### config.mk
export PLATFORM = sky130hd
export DESIGN_NAME = wb_arbiter
export DESIGN_NICKNAME = d
export VERILOG_FILES = /design/src/rtl/wb_arbiter.sv
export SDC_FILE = /design/constraint.sdc
export NUM_CORES = 1
export LEC_CHECK = 0
export BUFFER_PORTS_ARGS = -buffer_cell sky130_fd_sc_hd__buf_4
export CELL_PAD_IN_SITES_DETAIL_PLACEMENT = 1
export CELL_PAD_IN_SITES_GLOBAL_PLACEMENT = 1
export CORE_ASPECT_RATIO = 1.5
export CORE_MARGIN = 3
export CORE_UTILIZATION = 30
export CTS_CLUSTER_DIAMETER = 100
export CTS_CLUSTER_SIZE = 28
export DETAILED_ROUTE_END_ITERATION = 16
export GPL_TIMING_DRIVEN = 0
export PLACE_DENSITY = 0.74
export SLEW_MARGIN = 10
export SYNTH_ARGS = -nofsm -noshare
export SYNTH_HDL_FRONTEND = slang
export SYNTH_SLANG_ARGS = --single-unit
### constraint.sdc
create_clock -name clk -period 2 [get_ports clk]
set_input_delay 0.2 -clock clk [delete_from_list [all_inputs] [get_ports clk]]
set_output_delay 0.2 -clock clk [all_outputs]
set_load 0.05 [all_outputs]
### src/rtl/wb_arbiter.sv
// Register-file write-port arbiter: the pipeline writeback competes with a one-entry long-latency result buffer.
// Optional macro WB_ARB_STARVE_EN adds the starvation counter and the stall_req drain request.
module wb_arbiter #(
  parameter int DATA_W     = 32,
  parameter int ADDR_W     = 5,
  parameter int STARVE_MAX = 4
) (
  input  logic              clk,
  input  logic              rst,
  input  logic              wb_wreg,
  input  logic [ADDR_W-1:0] wb_wd,
  input  logic [DATA_W-1:0] wb_wdata,
  input  logic              stall_wb,
  input  logic              lu_valid,
  input  logic [ADDR_W-1:0] lu_wd,
  input  logic [DATA_W-1:0] lu_wdata,
  output logic              lu_ready,
  output logic              rf_we,
  output logic [ADDR_W-1:0] rf_waddr,
  output logic [DATA_W-1:0] rf_wdata,
  output logic              stall_req
);

  localparam logic [3:0] STARVE_LIM = 4'(STARVE_MAX);

  logic              r_buf_v;
  logic [ADDR_W-1:0] r_buf_wd;
  logic [DATA_W-1:0] r_buf_wdata;

  logic w_pipe_req;
  logic w_grant_buf;
  logic w_grant_pipe;
  logic w_buf_drop;
  logic w_accept;

  assign w_pipe_req = wb_wreg && (wb_wd != {ADDR_W{1'b0}});
  assign w_accept   = lu_valid && !r_buf_v;
  assign lu_ready   = !r_buf_v;

`ifdef WB_ARB_STARVE_EN
  logic [3:0] r_starve_cnt;

  assign stall_req    = r_buf_v && (r_starve_cnt == STARVE_LIM);
  assign w_grant_buf  = r_buf_v && ((stall_req && stall_wb) || !w_pipe_req);
`else
  logic [4:0] w_unused_cfg;

  assign w_unused_cfg = {stall_wb, STARVE_LIM};
  assign stall_req    = 1'b0;
  assign w_grant_buf  = r_buf_v && !w_pipe_req;
`endif

  assign w_grant_pipe = w_pipe_req && !w_grant_buf;
  // A pipeline write to the buffered register is younger, so it supersedes the buffer entry.
  assign w_buf_drop   = w_grant_buf || (w_grant_pipe && r_buf_v && (wb_wd == r_buf_wd));

`ifdef WB_ARB_STARVE_EN
  // Count consecutive cycles the buffer loses arbitration, saturating at the limit.
  always_ff @(posedge clk or negedge rst) begin
    if (!rst) begin
      r_starve_cnt <= 4'd0;
    end else if (w_accept || w_buf_drop) begin
      r_starve_cnt <= 4'd0;
    end else if (r_buf_v && (r_starve_cnt != STARVE_LIM)) begin
      r_starve_cnt <= r_starve_cnt + 4'd1;
    end else begin
      r_starve_cnt <= r_starve_cnt;
    end
  end
`endif

  // Register-file write port and result buffer state.
  always_ff @(posedge clk or negedge rst) begin
    if (!rst) begin
      rf_we       <= 1'b0;
      rf_waddr    <= {ADDR_W{1'b0}};
      rf_wdata    <= {DATA_W{1'b0}};
      r_buf_v     <= 1'b0;
      r_buf_wd    <= {ADDR_W{1'b0}};
      r_buf_wdata <= {DATA_W{1'b0}};
    end else begin
      if (w_grant_buf) begin
        rf_we    <= 1'b1;
        rf_waddr <= r_buf_wd;
        rf_wdata <= r_buf_wdata;
      end else if (w_grant_pipe) begin
        rf_we    <= 1'b1;
        rf_waddr <= wb_wd;
        rf_wdata <= wb_wdata;
      end else begin
        rf_we    <= 1'b0;
      end

      // Accept and drain are mutually exclusive because accept needs an empty buffer.
      if (w_accept) begin
        r_buf_v     <= (lu_wd != {ADDR_W{1'b0}});
        r_buf_wd    <= lu_wd;
        r_buf_wdata <= lu_wdata;
      end else if (w_buf_drop) begin
        r_buf_v     <= 1'b0;
      end else begin
        r_buf_v     <= r_buf_v;
      end
    end
  end

endmodule
==> results of run 1 <==
[placed cells by master, fill, tap and decap left out, drive strengths merged, types with 2 or more instances in the layout]
cell and count:
xor2 2, buf 132, o21ai 2, xnor2 3
dfrtp 76, clkinv 2, mux2 38, a21oi 36
mux2i 36, or4 2, nor2 36, clkbuf 11
[layer usage]
layer,global-route usage (%),wire (um)
met5,0,0
met4,5.45,121
met3,4.55,490
met2,26.7,4810
met1,16.5,3340
[cell type report]
cell class | count | share of cell area, %
sequential | 76 | 41.5
multi-input combinational | 162 | 27.6
timing repair buffer | 116 | 19.0
clock buffer | 10 | 4.99
tap | 144 | 3.93
buffer | 17 | 2.59
clock inverter | 3 | 0.382
inverter | 1 | 0.0818
[worst max-delay path, stage by stage (launching register included)]
cell and delay (ps):
dfrtp_1 360, buf_2 310, buf_4 290, inv_1 120, buf_4 210
[stage by stage]
| stage | hold slack, ps | power (mW) | area [sq um] | util, % | instances |
|---|---|---|---|---|---|
| floorplan | -95.6 | 3.27 | 3290 | - | 256 |
| global placement | 415 | 3.82 | 4340 | 40.7 | 516 |
| detailed placement | 424 | 3.88 | 4340 | 40.7 | 516 |
| CTS | 71.5 | 5.29 | 4590 | 43.1 | 529 |
| global route | 94.0 | 5.50 | 4590 | 43.1 | 529 |
| finish | 43.7 | 5.20 | 4590 | 43.1 | 529 |
[state kept, by name, summed over array words and instances, names as in the netlist]
| signal | flops |
|---|---|
| rf_waddr | 5 |
| rf_wdata | 32 |
| r_buf_wd | 5 |
| rf_we | 1 |
| r_buf_v | 1 |
| r_buf_wdata | 32 |
[synthesized netlist by cell type]
cell type / n
mux2_2: 38
xnor2_1: 3
xor2_1: 2
dfrtp_1: 76
mux2i_1: 36
clkbuf_1: 1
a21oi_2: 13
conb_1: 1
buf_6: 4
o31ai_1: 1
or4_1: 2
a21oi_1: 23
o21ai_0: 1
nor3_1: 1
nor2_1: 36
nand3_1: 1
nor2b_1: 1
nand2_1: 1
inv_1: 1
buf_2: 9
o21ai_2: 1
buf_4: 3
a22o_1: 1
[kinds of logic after synthesis]
kind of cell           share of synthesized area, %
other                                         0.114
AO/OA/AOI/OAI                                  7.88
multiplexers                                   24.0
AND/OR/NAND/NOR                                5.18
flip-flops                                     57.9
XOR/XNOR                                       1.33
buffers and inverters                          3.65
[what timing repair did]
action,in CTS,in global routing
setup buffers,0,0
endpoints found under the setup margin,1,0
gates resized for setup,1,0
[path summary, 6_finish.rpt]
kind | endpoint | slack [ps] | cells after the start
hold / removal | rf_wdata[22] | 40 | 1
setup reg to reg | r_buf_wdata[17] | 330 | 4
min in group clk | r_buf_wdata[10] | 110 | 2
hold reg to reg | r_buf_wdata[10] | 510 | 1
setup / recovery | lu_ready | 190 | 4
max in group asynchronous | rf_waddr[3] | 1350 | 1
[power breakdown]
part | switching, mW | internal, mW | total, mW
clock network | 0.566 | 0.813 | 1.38
registers | 0.199 | 1.89 | 2.09
logic | 1.01 | 0.722 | 1.73
total | 1.78 | 3.42 | 5.20
==> results.md, run 1 <==
* Total GRT Usage at 14.9%
* WS Path Type: reg -> out
* Layout area overhead at 39.6%
* PortBufs at 116
* Crit. End Element: primary output
* RSZ-0062 raised after global routing: no
* Clock transition at path regs at 50 ps
* CTS max path bufs at 2
* Worst-Skew Late Latency at 320 ps
* Die height at 134 um
* Core area at 0.0106 sq mm
* Status: finished, final reports clean
* Crit. Startpoint: r_buf_v
* Warnings from Yosys at 0
* Leakage Power at 2.12 nW
* Setup WS post-layout at 194 ps
* Post-route DRC at 0
* Die Wd at 91.5 um
* Final hold violation count at 0
* Max Freq at 554 MHz
* Arrival time at the worst endpoint at 1610 ps
* Area of the multi-input gates at 0.00126 sq mm
* DP HPWL at 6440 um
* Seq. cell area at 0.00190 sq mm
* Largest net degree at the start of global routing at 77
* Initial antenna violation count at 0
* Crit share post-route at 90.3%
* Nets@finish at 462
* Post-synthesis sequential area ratio at 57.9%
* Clock Tree Root: clkbuf_16
* Synth Instances at 256
* Min cycle time layout at 1810 ps
* Synth Net Count at 335
* First drt pass iteration count at 4
* CTS tree: done
* Startpoint Class: register
* Wire length of the first global-routing pass at 14300 um
* IO Count at 119
* Rel. slew slack at 36.2%
* Starting density of the core at 30.9%
* Antenna-violating nets left at 0
* Detailed-route vias per instance at 4.54
* Post-synthesis cell type count at 23
* Drt first-iter violations at 32
* Clk sink count at 76
* Hold Crit Class: in -> async
* DRT Wirelength at 8770 um
* Grt total ovfl at 0
* Setup Skew at 4.74 ps
* Power per standard cell area at 1130 mW/mm^2
* Syn Area/Cell at 12.8 sq um
* Max Slew Vio Count at 0
* Routed WL per cell at 16.6 um
* Cts hold-fix bufs at 0
* Dpl ws at 283 ps
* H-tree depth at 3
* DR vias at 2401
* Vias in the first global route at 2752
* Max_cap viols at 0
* Yosys top cell area share at 57.9%
* Synth area leader: dfrtp_1
* Filler Cells Inserted at 1183
* Final setup TNS at 0 ps
* Top cells by area, synth: dfrtp_1 (58%), mux2_2 (13%), mux2i_1 (11%), nor2_1 (4.1%), a21oi_1 (3.5%)
* TritonCTS Buffers at 9
* Yosys reg bits at 76
* # setup viols final at 0
* Worst VDD drop at 0.000438 V
* Final RePlAce weighted congestion at 0.729
* Reg2reg start: r_buf_v
* Die area at 0.0123 sq mm
* ANT cells at 0
* Layout cells sized above 1 at 50.9%
* Crit-path max FO at 10
* Post-Syn Area at 0.00329 sq mm
* Worst endpoint required time at 1800 ps
* Least-Margin Pin Slew at 957 ps
* Num rows at 46
No activity file was read; power rests on OpenSTA's default activity.
==> inputs of run 2 (changes only) <==
--- a/config.mk
+++ b/config.mk
@@ -16,6 +16,7 @@
 export DETAILED_ROUTE_END_ITERATION = 16
 export GPL_TIMING_DRIVEN = 0
 export PLACE_DENSITY = 0.74
+export RECOVER_POWER = 25
 export SLEW_MARGIN = 10
 export SYNTH_ARGS = -nofsm -noshare
 export SYNTH_HDL_FRONTEND = slang
==> run 2 against run 1 <==
  * Critical endpoint unchanged
  * Sequential power about the same
  * The flow now finishes with violations (max-capacitance violations, max-slew violations)
  * Fmax did not move
  * Sequential share of layout area about the same
==> results.md, run 2 (synthesis gave the netlist of run 1 again) <==
* Final hold violation count at 0 (unchanged)
* Hold slack final at 107 ps (+63.8 ps)
* CP cell instances: buf_2 > buf_4 > inv_1 > buf_4
* Grt total ovfl at 0 (unchanged)
* DR vias at 2401 (unchanged)
* Clock Tree Root: clkbuf_16
* Most used cell, CP: buf_4
* Clk sink count at 76 (unchanged)
* Max Slew Vio Count at 77 (+77)
* Final RePlAce weighted congestion at 0.729 (unchanged)
* Reg2Reg Setup Slack at 330 ps (about the same)
* Final setup TNS at 0 ps (unchanged)
* Startpoint Class: register
* IO Count at 119 (unchanged)
* Vias in the first global route at 2752 (unchanged)
* Die Wd at 91.5 um (unchanged)
* Post-route DRC at 0 (unchanged)
* Num rows at 46 (unchanged)
* Total GRT Usage at 14.9% (unchanged)
* HP Start: lu_wdata[10]
* Cts hold-fix bufs at 0 (unchanged)
* Worst endpoint required time at 1800 ps (about the same)
* # setup viols final at 0 (unchanged)
* Worst VDD drop at 0.000438 V (about the same)
* Failing checks: max-capacitance violations, max-slew violations
* Largest net degree at the start of global routing at 77 (unchanged)
* Critical R2R Capture: r_buf_wdata[17]
* TritonCTS Buffers at 9 (unchanged)
* Commonest non-fill, non-tap cell in the layout: buf_4
* WHS Path Cells at 2
* Detailed-route vias per instance at 4.54 (unchanged)
* H-tree depth at 3 (unchanged)
* Status: finished with violations
* Worst Path Buf+Inv at 4 (unchanged)
* Starting density of the core at 30.9% (unchanged)
* Power per standard cell area at 1130 mW/mm^2 (about the same)
* Core area at 0.0106 sq mm (unchanged)
* Hold Crit Class: in -> reg
* CTS tree: done
* Slowest-stage cell, CP: dfrtp_1
* Crit-path max FO at 10 (unchanged)
* Wire length of the first global-routing pass at 14300 um (unchanged)
* Initial antenna violation count at 0 (unchanged)
* Crit. End Element: primary output
* Least-Margin Pin Slew at 1910 ps (+950 ps)
* Cell family with most CP delay: buffers and inverters
* PortBufs at 116 (unchanged)
* Cell depth of the worst flop-to-flop path at 4 (unchanged)
* DP HPWL at 6440 um (unchanged)
* Arrival time at the worst endpoint at 1610 ps (about the same)
* WHS Endpoint: r_buf_wdata[10]
* Layout cells sized above 1 at 50.9% (unchanged)
* ANT cells at 0 (unchanged)
* Max_cap viols at 1 (+1)
* CTS max path bufs at 2 (unchanged)
* DRT Wirelength at 8770 um (about the same)
* WS Path Type: reg -> out
* Routed WL per cell at 16.6 um (about the same)
* Commonest cells after routing, fill and taps aside: buf_4 (119), dfrtp_1 (76), mux2_2 (38)
* Worst-Skew Late Latency at 320 ps (about the same)
* Reg2reg start: r_buf_v
* Die area at 0.0123 sq mm (unchanged)
* Setup Skew at 4.74 ps (unchanged)
* RSZ-0062 raised after global routing: no
* First drt pass iteration count at 4 (unchanged)
* Post-CTS Setup Bufs at 0 (unchanged)
* Clock transition at path regs at 60 ps (about the same)
* Leakage Power at 2.12 nW (about the same)
* Rel. slew slack at -27.1% (-63 points)
* Layout area overhead at 39.5% (about the same)
* Nets@finish at 462 (unchanged)
* Max Freq at 554 MHz (unchanged)
* Antenna-violating nets left at 0 (unchanged)
* Crit share post-route at 90.3% (unchanged)
* Largest regs: r_buf_wdata x32, rf_wdata x32
* Min cycle time layout at 1810 ps (unchanged)
* Drt first-iter violations at 32 (unchanged)
* Crit path largest cell delay at 360 ps (about the same)
* Die height at 134 um (unchanged)
## run 2: report_power, final
part | internal [mW] | switching, mW | leakage [nW] | total, mW
registers | 1.89 | 0.199 | 0.871 | 2.09
clock network | 0.813 | 0.566 | 0.120 | 1.38
logic | 0.722 | 1.01 | 1.13 | 1.73
## run 2: per-layer routing
layer / up-vias / track usage [%] / wire length [um] / share of wire (%)
met5: - / 0 / 0 / 0
li1: 1135 / - / - / -
met4: 0 / 5.45 / 121 / 1.4
met2: 64 / 26.7 / 4810 / 55
met3: 8 / 4.55 / 481 / 5.5
met1: 1194 / 16.5 / 3350 / 38
## run 2: worst max path at each step
stage | start | to | slack [ps] | depth (start not counted)
6_report | r_buf_v | lu_ready | 190 | 4
3_5_place_dp | wb_wd[3] | rf_wdata[1] | 280 | 6
5_1_grt | r_buf_v | lu_ready | 60 | 4
4_1_cts | r_buf_v | lu_ready | 110 | 4
2_1_floorplan | r_buf_v | r_buf_v | 500 | 4
3_3_place_gp | r_buf_v | r_buf_wdata[16] | 310 | 4
## run 2: layout make-up
class | instances | area (sq um)
Sequential cell | 76 | 1900
Tap cell | 144 | 180
Inverter | 1 | 3.75
Buffer | 17 | 119
Clock buffer | 10 | 229
Multi-Input combinational cell | 162 | 1260
Clock inverter | 3 | 17.5
Timing Repair Buffer | 116 | 868
Fill cell | 1183 | 6060
## run 2: per-stage QoR
step,total power [mW],worst slack (ps),cells,area [sq um],utilization [%]
CTS,5.29,108,529,4590,43.1
global placement,3.82,306,516,4340,40.7
floorplan,3.27,496,256,3290,-
detailed placement,3.88,283,516,4340,40.7
global route,5.50,58.6,529,4580,43.1
finish,5.20,194,529,4580,43.1
## run 2: what timing repair did
| item | in CTS | in global routing |
|---|---|---|
| setup endpoints to repair | 1 | 0 |
| hold endpoints to repair | 0 | 0 |
| resized for setup | 1 | 0 |
